[config.mk]
export PLATFORM = sky130hd
export DESIGN_NAME = fp_sub_seq
export DESIGN_NICKNAME = d
export VERILOG_FILES = /design/src/rtl/fp_sub_seq.sv
export SDC_FILE = /design/constraint.sdc
export NUM_CORES = 1
export LEC_CHECK = 0
export CAP_MARGIN = 30
export CORE_MARGIN = 10
export CORE_UTILIZATION = 62
export DETAILED_ROUTE_END_ITERATION = 8
export PLACE_DENSITY = 0.85
export SETUP_SLACK_MARGIN = 0.3
export SYNTH_ARGS = -nofsm -noshare
export SYNTH_HDL_FRONTEND = slang
export SYNTH_SLANG_ARGS = --single-unit
[constraint.sdc]
create_clock -name clk -period 5.19 [get_ports clk]
set_input_delay 1.038 -clock clk [delete_from_list [all_inputs] [get_ports clk]]
set_output_delay 1.038 -clock clk [all_outputs]
set_load 0.05 [all_outputs]
[src/rtl/fp_sub_seq.sv]
// Iterative single-precision subtractor (out = A - B): one alignment shift and one
// normalization shift per cycle instead of barrel shifters, with a start/done handshake.
module fp_sub_seq #(
  parameter int ALIGN_LIMIT = 25,
  parameter bit FTZ         = 1'b1
) (
  input  logic        clk,
  input  logic        rst,
  input  logic        start,
  input  logic [31:0] A,
  input  logic [31:0] B,
  output logic        busy,
  output logic        done,
  output logic [31:0] out,
  output logic        ovf,
  output logic        unf
);

  typedef enum logic [2:0] {IDLE, ALIGN, ADD, NORM, DONE} state_t;

  localparam logic [7:0] LIMIT = 8'(ALIGN_LIMIT);

  state_t      state, state_nx;
  logic        big_s, small_s, res_s, ovf_pend;
  logic [23:0] big_m, small_m;
  logic [8:0]  exp_r;
  logic [7:0]  diff;
  logic [24:0] sum, add_raw;
  logic        add_s;

  logic       a_zero, b_zero, a_ge, align_last, norm_last;
  logic [7:0] exp_diff;

  assign a_zero     = (A[30:23] == 8'd0);
  assign b_zero     = (B[30:23] == 8'd0);
  assign a_ge       = (A[30:23] >= B[30:23]);
  assign exp_diff   = a_ge ? (A[30:23] - B[30:23]) : (B[30:23] - A[30:23]);
  assign align_last = (diff >= LIMIT) || (diff == 8'd1);
  assign norm_last  = ovf_pend || (sum == 25'd0) || sum[23] || (exp_r == 9'd1);

  // Signed-magnitude add; the operand with the larger magnitude supplies the sign.
  always_comb begin
    add_raw = 25'd0;
    add_s   = big_s;
    if (big_s == small_s) begin
      add_raw = {1'b0, big_m} + {1'b0, small_m};
    end else if (big_m >= small_m) begin
      add_raw = {1'b0, big_m} - {1'b0, small_m};
    end else begin
      add_raw = {1'b0, small_m} - {1'b0, big_m};
      add_s   = small_s;
    end
  end

  always_ff @(posedge clk) begin
    if (rst) state <= IDLE;
    else     state <= state_nx;
  end

  always_comb begin
    state_nx = state;
    case (state)
      IDLE:    if (start) state_nx = (a_zero || b_zero) ? DONE :
                                     (exp_diff == 8'd0) ? ADD : ALIGN;
      ALIGN:   if (align_last) state_nx = ADD;
      ADD:     state_nx = NORM;
      NORM:    if (norm_last) state_nx = DONE;
      DONE:    state_nx = IDLE;
      default: state_nx = IDLE;
    endcase
  end

  always_comb begin
    busy = (state != IDLE);
    done = (state == DONE);
  end

  always_ff @(posedge clk) begin
    if (rst) begin
      out      <= 32'd0;
      ovf      <= 1'b0;
      unf      <= 1'b0;
      big_s    <= 1'b0;
      small_s  <= 1'b0;
      res_s    <= 1'b0;
      ovf_pend <= 1'b0;
      big_m    <= 24'd0;
      small_m  <= 24'd0;
      exp_r    <= 9'd0;
      diff     <= 8'd0;
      sum      <= 25'd0;
    end else begin
      case (state)
        IDLE: if (start) begin
          if (a_zero || b_zero) begin
            if (a_zero && b_zero) out <= 32'd0;
            else if (a_zero)      out <= {~B[31], B[30:0]};
            else                  out <= A;
            ovf <= 1'b0;
            unf <= 1'b0;
          end else begin
            // B enters with its sign flipped so the rest of the datapath only adds.
            if (a_ge) begin
              big_s   <= A[31];
              big_m   <= {1'b1, A[22:0]};
              small_s <= ~B[31];
              small_m <= {1'b1, B[22:0]};
              exp_r   <= {1'b0, A[30:23]};
            end else begin
              big_s   <= ~B[31];
              big_m   <= {1'b1, B[22:0]};
              small_s <= A[31];
              small_m <= {1'b1, A[22:0]};
              exp_r   <= {1'b0, B[30:23]};
            end
            diff     <= exp_diff;
            ovf_pend <= 1'b0;
          end
        end
        ALIGN: begin
          if (diff >= LIMIT) begin
            small_m <= 24'd0;
            diff    <= 8'd0;
          end else begin
            small_m <= small_m >> 1;
            diff    <= diff - 8'd1;
          end
        end
        ADD: begin
          res_s <= add_s;
          if (add_raw[24]) begin
            sum      <= add_raw >> 1;
            exp_r    <= exp_r + 9'd1;
            ovf_pend <= ((exp_r + 9'd1) > 9'd254);
          end else begin
            sum <= add_raw;
          end
        end
        NORM: begin
          if (ovf_pend) begin
            out <= {res_s, 8'hFE, 23'h7FFFFF};
            ovf <= 1'b1;
            unf <= 1'b0;
          end else if (sum == 25'd0) begin
            out <= 32'd0;
            ovf <= 1'b0;
            unf <= 1'b0;
          end else if (sum[23]) begin
            out <= {res_s, exp_r[7:0], sum[22:0]};
            ovf <= 1'b0;
            unf <= 1'b0;
          end else if (exp_r == 9'd1) begin
            out <= FTZ ? 32'd0 : {res_s, 8'h01, sum[22:0]};
            ovf <= 1'b0;
            unf <= 1'b1;
          end else begin
            sum   <= sum << 1;
            exp_r <= exp_r - 9'd1;
          end
        end
        default: ;
      endcase
    end
  end

endmodule
==> Word-level counts from Yosys, hierarchy flattened <==
Cells that the tools add are included.
{ "word_totals": {"ff_bits": 131, "out_inout_bits": 36, "wordCells": 134} }
{ "classes": {"n_mux": 63, "n_bitwise": 2, "reduce_logical": 25, "n_addsub": 8, "eq_ne": 18, "magnitude_cmp": 4} }
{ "ops": {"columns": ["operator", "n"], "rows": [
  ["$mux 32", 8],
  ["$mux 25", 6],
  ["$mux 24", 3],
  ["$mux 23", 3],
  ["$pmux 32 s2", 1],
  ["$mux 9", 7],
  ["$pmux 25 s2", 1],
  ["$sub 24x24->25", 2],
  ["$pmux 24 s2", 1],
  ["$mux 8", 5],
  ["$pmux 9 s3", 1],
  ["$add 24x24->25", 1],
  ["$logic_not 25->1", 1],
  ["$ge 24x24->1", 1],
  ["$logic_not 8->1", 3],
  ["$ne 2x2->1 const B", 10],
  ["$mux 1", 17],
  ["$pmux 8 s2", 1],
  ["$sub 8x8->8", 2],
  ["$mux 3", 4],
  ["$pmux 3 s4", 1],
  ["$reduce_and 3->1", 4],
  ["$add 9x1->9 const B", 1],
  ["$eq 9x1->1 const B", 1],
  ["other kinds (22)", 35]
]} }

==> Logic depth before layout (Yosys ltp) <==
Gate-level depths: netlist (run 1).
{ "depth": {"ltp_word": 7, "mapped_depth": 16} }

==> Worst setup path before layout (run 1) <==
No wires, ideal clock.
{ "synth_path": {"path_type": "input to register", "from": "input A[23]", "to": "register state[1]", "setup_ps": 62, "setup_slack_ps": 1542, "cell_stages": 14, "arrival_ps": 3586, "n_path_buf": 1, "path_cell_list": "inv_1 ha_1 fa_1 nor2b_1 o21ai_0 nand3b_1 a31o_2 buf_2 mux2i_1 xor2_1 nand2_1 or4_1 or3_1 nand3_1"} }
{ "synth_between": {"elab_chain_len": 7, "word_cells_on_any_way": 11, "cone_classes": "2 x add/sub; 1 x order compare; 5 x mux; 3 x reduce/logical"} }
{ "synth_rtl": {"columns": ["element", "line", "text"], "rows": [
  ["start: declaration", "10", "input logic [31:0] A,"],
  ["$sub 8x8->8 / $ge 8x8->1 (equally long branches)", "37, 36", null],
  ["$mux 8", "37", "assign exp_diff = a_ge ? (A[30:23] - B[30:23]) : (B[30:23] - A[30:23]);"],
  ["$logic_not 8->1", "64", "(exp_diff == 8'd0) ? ADD : ALIGN;"],
  ["$mux 2", "64", null],
  ["$mux 3 * (2 in series)", "63", "IDLE: if (start) state_nx = (a_zero || b_zero) ? DONE :"],
  ["$pmux 3 s4 *", "62", "case (state)"],
  ["end signal: assignment", "57", "else state <= state_nx;"],
  ["end: declaration", "23", "state_t state, state_nx;"]
]} }
Every way passes the cells marked *; elsewhere a longest branch is shown, timed or not. The select of a mux whose other input is x is not followed.
A chain may end at the register's enable or synchronous reset.

==> Worst setup path after layout (run 1) <==
{ "layout_path": {"from": "register big_m[19]", "to": "register sum[9]"} }
{ "layout_between": {"elab_chain_len": 5, "word_cells_on_any_way": 8, "cone_classes": "3 x add/sub; 1 x order compare; 4 x mux"} }
{ "layout_rtl": {"columns": ["element", "line", "text"], "rows": [
  ["start: declaration", "25", "logic [23:0] big_m, small_m;"],
  ["start signal: assignment", "105", "big_m <= {1'b1, A[22:0]};"],
  ["start signal: assignment", "111", "big_m <= {1'b1, B[22:0]};"],
  ["$sub 24x24->25 (tied with other cells)", "50", "add_raw = {1'b0, small_m} - {1'b0, big_m};"],
  ["$mux 25", "47", "end else if (big_m >= small_m) begin"],
  ["$mux 25 *", "45", "if (big_s == small_s) begin"],
  ["$mux 24 *", "131", "if (add_raw[24]) begin"],
  ["$pmux 25 s2 *", "93", "case (state)"],
  ["end signal: assignment", "132", "sum <= add_raw >> 1;"],
  ["end signal: assignment", "136", "sum <= add_raw;"],
  ["end signal: assignment", "157", "sum <= sum << 1;"],
  ["end: declaration", "28", "logic [24:0] sum, add_raw;"]
]} }
Every way passes the cells marked *; elsewhere a longest branch is shown, timed or not.

==> results of run 1 <==
power groups by stage:
stage	combinational, W	clock, W	sequential [W]
final	0.00627	0.00128	0.00177
after global routing	0.00671	0.00133	0.00180
after floorplan	0.00444	0	0.00166
after detailed placement	0.00596	0	0.00176
after CTS	0.00603	0.00128	0.00175
after global placement	0.00589	0	0.00174
worst max-delay path: stages (launching register included):
cell	delay (ps)
dfxtp_1	390
inv_1	60
ha_1	450
a21oi_1	390
a21oi_1	140
o21a_1	240
a311oi_4	870
a22oi_2	220
a221oi_4	510
and2_1	590
a22oi_1	190
a211oi_1	270
stage by stage:
stage | setup WS (ps) | power [W] | utilization | instance area, um^2 | cells
2_1_floorplan | 1540 | 0.00611 | - | 11900 | 1710
6_report | 764 | 0.00932 | 0.721 | 13500 | 1982
4_1_cts | 925 | 0.00905 | 0.720 | 13500 | 1981
5_1_grt | 562 | 0.00984 | 0.721 | 13500 | 1982
3_5_place_dp | 666 | 0.00772 | 0.688 | 12900 | 1950
3_3_place_gp | 719 | 0.00763 | 0.687 | 12900 | 1949
final timing paths:
path | startpoint | endpoint | slack [ps] | cells past startpoint
worst max-delay path | big_m[19]$_SDFFE_PP0P_ | sum[9]$_SDFFE_PP0P_ | 760 | 11
worst min-delay path | ovf$_SDFFE_PP0P_ | ovf$_SDFFE_PP0P_ | 480 | 2
worst max register to register | big_m[19]$_SDFFE_PP0P_ | sum[9]$_SDFFE_PP0P_ | 760 | 11
worst min register to register | ovf$_SDFFE_PP0P_ | ovf$_SDFFE_PP0P_ | 480 | 2
synth_stat cells (7+ instances only):
library cell,n
and2_1,12
clkbuf_1,90
a21o_1,14
and3_1,8
o21bai_1,7
o21a_1,7
buf_1,8
inv_1,99
mux2i_1,13
nor2b_1,19
dfxtp_1,130
ha_1,93
o211ai_1,14
buf_2,19
xnor2_1,22
nor2_1,205
a211o_1,7
nand4_1,12
o31ai_1,15
a211oi_1,52
a21oi_1,159
or3_1,14
o21ai_0,74
nand2_1,258
a31oi_1,16
a22oi_1,7
nand3_1,21
or4_1,8
xor2_1,9
nand2b_1,23
a311oi_1,29
nor3_1,62
nor4_1,19
a221oi_1,44
flip-flops by register name, summed over array words and instances (netlist names):
register  count
unf           1
big_s         1
diff          8
small_m      24
exp_r         9
ovf_pend      1
out          32
sum          24
big_m        24
state         3
res_s         1
ovf           1
small_s       1
cell type report:
cell class / instances / area share
clock buffer: 17 / 0.0314
multi-input combinational: 1356 / 0.620
timing repair buffer: 132 / 0.0934
clock inverter: 14 / 0.0133
sequential: 130 / 0.192
tap: 234 / 0.0216
inverter: 99 / 0.0275
kinds of logic (layout without fill, tap and decap cells):
logic type,count (synthesis),after routing,synth area share
fa+ha+maj,98,98,0.106
xor+xnor,31,31,0.0229
buf+inv,224,262,0.0758
compound gates,524,524,0.303
flops,130,130,0.219
simple gates,689,689,0.261
mux,14,14,0.0119
cells in the final DEF, fill, tap and decap left out, drive strengths merged, types with 13 or more instances in the layout:
cell / n
a211oi: 55
a21o: 14
a21oi: 160
a221oi: 46
a311oi: 30
a31oi: 17
and2: 13
buf: 31
clkbuf: 17
clkdlybuf4s50: 101
dfxtp: 130
ha: 93
inv: 103
mux2i: 13
nand2: 259
nand2b: 23
nand3: 21
nor2: 207
nor2b: 19
nor3: 62
nor4: 19
o211ai: 14
o21ai: 81
o31ai: 15
or3: 14
xnor2: 22
per-layer routing:
| layer | wire [um] | global-route usage | vias up |
|---|---|---|---|
| li1 | - | - | 6173 |
| met1 | 16500 | 0.407 | 6188 |
| met2 | 20300 | 0.563 | 868 |
| met3 | 4340 | 0.0666 | 162 |
| met4 | 1950 | 0.135 | 0 |
| met5 | 0 | 0 | - |
==> summary.md, run 1 <==
| Metric | Value |
|---|---|
| Leakage power | 5.53 nW |
| Synth async-reset ratio | 0 |
| Peak VDD IR | between 200 and 300 uV |
| DPL Wire Length | 31,800 um |
| Yosys top cell by area | dfxtp_1 |
| Sequential fraction of design power | 0.189 |
| Count of input and output buffers | just over 100 |
| Comb pwr share | 0.673 |
| Post-route DRC | 0 |
| GR Overflow Total | 0 |
| Top Ports | about 100 |
| Vias in the first global route | 12,400 |
| Run status | complete, no violations |
| Max FO, Critical Path | 19 |
| Multi-input logic area | 8400 um^2 |
| Final nets | 1,901 |
| Worst endpoint required time | around 5500 ps |
| Clock share of power | 0.138 |
| CTS Buf Count | 17 |
| Syn Nets | roughly 1,900 |
| Antenna-violating nets left | 0 |
| Final Hold Viols | 0 |
| Max-Cap Viols | 0 |
| Vias | between 10,000 and 15,000 |
| Hold Buf Count CTS | 0 |
| Worst hold slack | roughly 480 ps |
| CP endpoint kind | flop |
| Fillcell total | 1,524 |
| Unique masters post-synth | 90 |
| DIE AREA | 25,100 um^2 |
| Clock Tree Buf Depth | 2 |
| Crit path launch type | flop |
| Routed len/inst | roughly 22 um |
| Final TNS setup | 0 ps |
| Die Wd | 158 um |
| 1st-iter DRT viols | roughly 1,800 |
| Top post-synthesis cells by area | dfxtp_1 (22%), ha_1 (9.8%), nand2_1 (8.2%), a21oi_1 (6.7%), nor2_1 (6.5%) |
| Core Region | 18,800 um^2 |
| Clk pin slew, worst setup/hold paths | approximately 70 ps |
| Root Driver | clkbuf_16 |
| Count of final setup violators | 0 |
| Crit path arrival time | between 4000 and 5000 ps |
| Syn Area/Cell | 6.94 um^2 |
| Share of cells above drive strength 1 | 0.0555 |
| Postcts setup bufs | 0 |
| GPL Wtd Cong | ~1.0 |
| Largest net degree at the start of global routing | between 90 and 100 |
| # diodes | 0 |
| Post-CTS sizing | 0 |
| Vias per inst | approximately 6.8 |
| Top_reg_cell synth | dfxtp_1 |
| Power per cell area | between 600 and 700 nW/um^2 |
| Crit Path Class | flop to flop |
| Synth top area share | 0.219 |
| Global-route wire length before repair | 67,200 um |
| HP Class | flop to flop |
| Least-Margin Pin Slew | 1030 ps |
| Max-slew headroom | 0.311 |
| Synthesized area | roughly 12,000 um^2 |
| Setup Skew | between 10 and 15 ps |
| Yosys warns | 0 |
| Clk Latency, worst-skew pair | roughly 440 ps |
| Mapped Cells | approximately 1,700 |
| Die height | 158 um |
| Initial core utilization | 0.632 |
| Post-synth EDFFs | 0 |
| #FFs+latches synth | 130 |
| Site Rows | 50 |
| Cell Int Power | about 0.0043 W |
| CTS tree | built |
| Layout area overhead | 14.0% |
| CTS sink cnt | 130 |
| Sw Share | 0.543 |
| GRT Overall Usage | 0.334 |
| Sequential area share after synthesis | 0.219 |
| TritonRoute pass-1 iters | 8 |
| Unrepaired setup endpoints after global routing | false |
| Initial antenna violation count | 0 |
| H-Tree Depth | 4 |
| Fmax | between 200 and 250 MHz |
| Register area | between 2000 and 3000 um^2 |
| Final min period | about 4400 ps |
| Final wirelength | 43,100 um |
| Psw | 0.00506 W |
| Period utilization | 0.853 |
| Pins Over Slew Limit | 0 |
Note: power is estimated with default switching activity, not from simulation.
==> run 2: changes to the inputs <==
- CORE_UTILIZATION: 62 -> 35
- PLACE_DENSITY: 0.85 -> default
==> summary.md, run 2 (synthesis gave the netlist of run 1 again) <==
| Metric | Value |
|---|---|
| Run status | complete, no violations |
| Least-Margin Pin Slew | just under 1000 ps |
| Final Hold Viols | 0 |
| Pins Over Slew Limit | 0 |
| Final TNS setup | 0 ps |
| Post-route DRC | 0 |
| CTS Buf Count | 17 |
| Max reg flops | 32 |
| HP Class | flop to flop |
| Most common cell after layout, fill and taps aside | nand2_1 |
| Die Wd | around 200 um |
| Clock Tree Buf Depth | 2 |
| Power per cell area | 678 nW/um^2 |
| Postcts setup bufs | 0 |
| Final wirelength | roughly 46,000 um |
| Final nets | ~1,900 |
| Root Driver | clkbuf_16 |
| Period utilization | 0.810 |
| Worst hold slack | ~480 ps |
| Vias | 12,900 |
| Max-slew headroom | 0.354 |
| Most frequent cells in the layout | nand2_1 (258), nor2_1 (204), a21oi_1 (158) |
| Worst endpoint required time | ~5600 ps |
| DPL Wire Length | around 35,000 um |
| Worst hold path cell count | 2 |
| Setup Skew | around 13 ps |
| CTS sink cnt | 130 |
| GRT Overall Usage | 0.214 |
| Fmax | around 240 MHz |
| CTS tree | built |
| DIE AREA | 41,700 um^2 |
| Layout area overhead | 16.6% |
| Die height | around 200 um |
| Initial core utilization | 0.354 |
| TritonRoute pass-1 iters | 5 |
| Multi-input logic area | ~8400 um^2 |
| Clk Latency, worst-skew pair | around 440 ps |
| Final min period | roughly 4200 ps |
| Crit path launch type | flop |
| Routed len/inst | 20.8 um |
| Non-Filler Instances | between 2,000 and 2,500 |
| Site Rows | 67 |
| Vias per inst | approximately 6 |
| Count of final setup violators | 0 |
| Placed Cells | between 2,000 and 2,500 |
| Top reg by flops | out |
| Core Region | about 34,000 um^2 |
| Hold Buf Count CTS | 0 |
| Count of input and output buffers | 102 |
| Vias in the first global route | 12,100 |
| Crit path arrival time | between 4000 and 5000 ps |
| # diodes | 0 |
| Post-CTS sizing | 0 |
| Initial antenna violation count | 0 |
| Max FO, Critical Path | 16 |
| CP endpoint kind | flop |
| Clk pin slew, worst setup/hold paths | 70 ps |
| Leakage power | roughly 5.5 nW |
| 1st-iter DRT viols | around 1,100 |
| Unrepaired setup endpoints after global routing | false |
| Top Ports | slightly above 100 |
| GPL Wtd Cong | 0.903 |
| Reg2Reg Depth | 12 |
| H-Tree Depth | 4 |
| Register area | approximately 2600 um^2 |
| Crit Path Class | flop to flop |
| GR Overflow Total | 0 |
| Fillcell total | between 3,000 and 4,000 |
| Share of cells above drive strength 1 | 0.0566 |
| Max-Cap Viols | 0 |
| Largest net degree at the start of global routing | between 90 and 100 |
| Peak VDD IR | between 300 and 400 uV |
| Global-route wire length before repair | around 70,000 um |
| Antenna-violating nets left | 0 |
[run 2: changes by cell type in the layout (fill, tap and decap cells not counted)]
| cell | before | now |
|---|---|---|
| clkinv_4 | 4 | 2 |
| clkinv_2 | 3 | 1 |
| buf_16 | 0 | 1 |
| inv_8 | 2 | 1 |
| clkinvlp_4 | 0 | 1 |
| inv_6 | 2 | 7 |
[run 2: layout make-up]
class | instances | area share
clock inverter | 15 | 0.0139
sequential | 130 | 0.188
inverter | 99 | 0.0268
tap | 448 | 0.0405
timing repair buffer | 133 | 0.0933
clock buffer | 17 | 0.0307
multi-input combinational | 1356 | 0.607
[run 2: final timing paths]
path                                from                    to  slack [ps]
setup reg to reg  big_m[21]$_SDFFE_PP0P_  sum[21]$_SDFFE_PP0P_         990
hold reg to reg         ovf$_SDFFE_PP0P_      ovf$_SDFFE_PP0P_         480
hold / removal          ovf$_SDFFE_PP0P_      ovf$_SDFFE_PP0P_         480
setup / recovery  big_m[21]$_SDFFE_PP0P_  sum[21]$_SDFFE_PP0P_         990
[run 2: per-layer routing]
metal  up-vias  share of wire  global-route usage
li1       6175              -                   -
met1      6216           0.44               0.276
met2       498           0.48               0.361
met3        59          0.064              0.0344
met4         0          0.019              0.0558
met5         -              0                   0
[run 2: through the flow]
| stage | setup slack [ps] | total power, W | cell area, um^2 | utilization |
|---|---|---|---|---|
| floorplan | 1540 | 0.00611 | 11900 | - |
| global placement | 677 | 0.00784 | 13200 | 0.393 |
| detailed placement | 660 | 0.00788 | 13200 | 0.394 |
| CTS | 1040 | 0.00924 | 13800 | 0.412 |
| global route | 700 | 0.00999 | 13800 | 0.413 |
| finish | 986 | 0.00938 | 13800 | 0.413 |
[run 2: worst max-delay path: stages, from the launching register on]
cell and delay [ps]:
dfxtp_1 390, inv_1 70, ha_1 460, a21o_1 250, a21o_1 240, o21a_1 240, a311o_2 390, nor2_2 610
a221oi_4 130, buf_4 240, nor2_2 590, nand3_1 230, a211oi_1 270
[run 2: power breakdown]
| group | total [W] | leakage, nW | switching, W | internal, W |
|---|---|---|---|---|
| sequential | 0.00177 | 1.07 | 0.000458 | 0.00131 |
| clock | 0.00132 | 0.302 | 0.000554 | 0.000771 |
| combinational | 0.00629 | 4.17 | 0.00410 | 0.00219 |
| total | 0.00938 | 5.54 | 0.00511 | 0.00427 |
==> run 3: changes to the inputs <==
- clock period: 5.19 -> 3.6 ns (I/O delays scaled with it)
==> summary.md, run 3 (synthesis gave the netlist of run 1 again) <==
| Metric | Value |
|---|---|
| Final Hold Viols | 0 |
| Unrepaired setup endpoints after global routing | true |
| Vias in the first global route | 13,600 |
| Share of cells above drive strength 1 | 0.226 |
| Final core area utilization | 0.491 |
| Crit path arrival time | roughly 4000 ps |
| Final min period | 3620 ps |
| Dpl ws | -475 ps |
| Setup Skew | ~14 ps |
| Least-Margin Pin Slew | 957 ps |
| FF-to-FF Start | big_m[0]$_SDFFE_PP0P_ |
| Die Wd | between 200 and 250 um |
| Placed Cells | about 2,400 |
| GPL Wtd Cong | between 0.9 and 1 |
| Final worst slack | -18.4 ps |
| Die height | between 200 and 250 um |
| Global-route wire length before repair | about 75,000 um |
| Hold Crit Start | ovf$_SDFFE_PP0P_ |
| H-Tree Depth | 4 |
| Run status | finished with violations |
| Max FO, Critical Path | 7 |
| GRT Overall Usage | 0.224 |
| Top reg by flops | out |
| Fmax | 276 MHz |
| Layout area overhead | 38.7% |
| Most frequent cells in the layout | nand2_1 (257), buf_4 (254), nor2_1 (201) |
| Vias | around 14,000 |
| Core Region | about 34,000 um^2 |
| Leakage power | between 6 and 7 nW |
| Crit path launch type | flop |
| Top Ports | 103 |
| CTS sink cnt | 130 |
| Final wirelength | approximately 49,000 um |
| Max reg flops | 32 |
| Crit Path Class | flop to flop |
| Failing checks | setup timing |
| Initial core utilization | 0.354 |
| Count of final setup violators | 2 |
| DIE AREA | between 40,000 and 50,000 um^2 |
| Pins Over Slew Limit | 0 |
| Clk Latency, worst-skew pair | about 440 ps |
| CP endpoint kind | flop |
| CTS Buf Count | 17 |
| Clock Tree Buf Depth | 2 |
| Clk pin slew, worst setup/hold paths | approximately 70 ps |
| Count of input and output buffers | 102 |
| GR Overflow Total | 0 |
| Worst hold slack | 478 ps |
| Largest net degree at the start of global routing | 70 |
| HP Class | flop to flop |
| Max-slew headroom | 0.362 |
| Routed len/inst | 20.0 um |
| Root Driver | clkbuf_16 |
| Vias per inst | between 5 and 6 |
| 1st-iter DRT viols | between 1,000 and 1,500 |
| Initial antenna violation count | 0 |
| Fillcell total | 3,355 |
| Power per cell area | ~1000 nW/um^2 |
| Critical path startpoint | big_m[0]$_SDFFE_PP0P_ |
| Non-Filler Instances | 2,441 |
| Worst endpoint required time | approximately 4000 ps |
| Post-route DRC | 0 |
| TritonRoute pass-1 iters | 5 |
| Most common cell after layout, fill and taps aside | nand2_1 |
| Antenna-violating nets left | 0 |
| Final TNS setup | -31.1 ps |
| # diodes | 0 |
| Final nets | between 2,000 and 2,500 |
| DPL Wire Length | 37,100 um |
| Max-Cap Viols | 0 |
| Period utilization | 1.01 |
| Site Rows | 67 |
| Peak VDD IR | around 500 uV |
| CTS tree | built |
==> run 3: cell count changes in the layout (fill, tap and decap cells not counted), sizes merged <==
cell           delta
buf             +241
clkdlybuf4s50    -15
dlymetal6s2s      +7
dlygate4sd2       +6
bufinv            -3
clkbuf            +3
inv               +2
clkinvlp          +1
nor2              +1
==> run 3: layout make-up <==
cell class | instances | area [um^2] | share of cell area
multi-input cells | 1357 | 9130 | 0.555
flip-flops and latches | 130 | 2610 | 0.159
well taps | 448 | 561 | 0.0341
clock inverters | 15 | 161 | 0.00981
inverters | 99 | 374 | 0.0227
repair buffers | 375 | 3190 | 0.194
clock buffers | 17 | 425 | 0.0258
==> run 3: report_power, final <==
group / leakage (nW) / switching [W] / internal (W)
combinational: 5.57 / 0.00701 / 0.00518
clock: 0.284 / 0.000840 / 0.000931
sequential: 1.07 / 0.000577 / 0.00190
==> run 3: final timing paths <==
kind | to | slack (ps) | cells past startpoint
max | exp_r[0]$_SDFFE_PP0P_ | -20 | 17
min reg2reg | ovf$_SDFFE_PP0P_ | 480 | 2
max reg2reg | exp_r[0]$_SDFFE_PP0P_ | -20 | 17
min | ovf$_SDFFE_PP0P_ | 480 | 2
==> run 3: timing repair <==
item                                    4_1_cts  5_1_grt
cloned                                        1        2
pin swaps                                    58       44
hold buffers                                  0        0
setup buffers                                13       17
resized for setup                           109       77
endpoints found under the setup margin       37       40
==> run 3: critical path: stages (launching register included) <==
cell and delay (ps):
dfxtp_4 370, inv_4 60, ha_4 120, inv_2 40, fa_2 380, a21o_1 240
a311o_1 350, a211o_1 380, o21ai_4 220, a21o_1 160, a22oi_2 60, a221oi_4 280
buf_6 170, buf_6 110, o21ai_4 70, buf_6 150, a211o_1 260, a21oi_1 130
==> run 3: stage by stage <==
step	power (W)	instance area, um^2
5_1_grt	0.0175	16500
2_1_floorplan	0.00881	11900
3_3_place_gp	0.0128	14800
6_report	0.0164	16500
3_5_place_dp	0.0129	14800
4_1_cts	0.0155	15900
==> run 3: layer usage <==
metal	wire length, um	track usage
met2	23300	0.381
met4	1520	0.0844
met5	0	0
met1	20700	0.278
met3	3230	0.0385
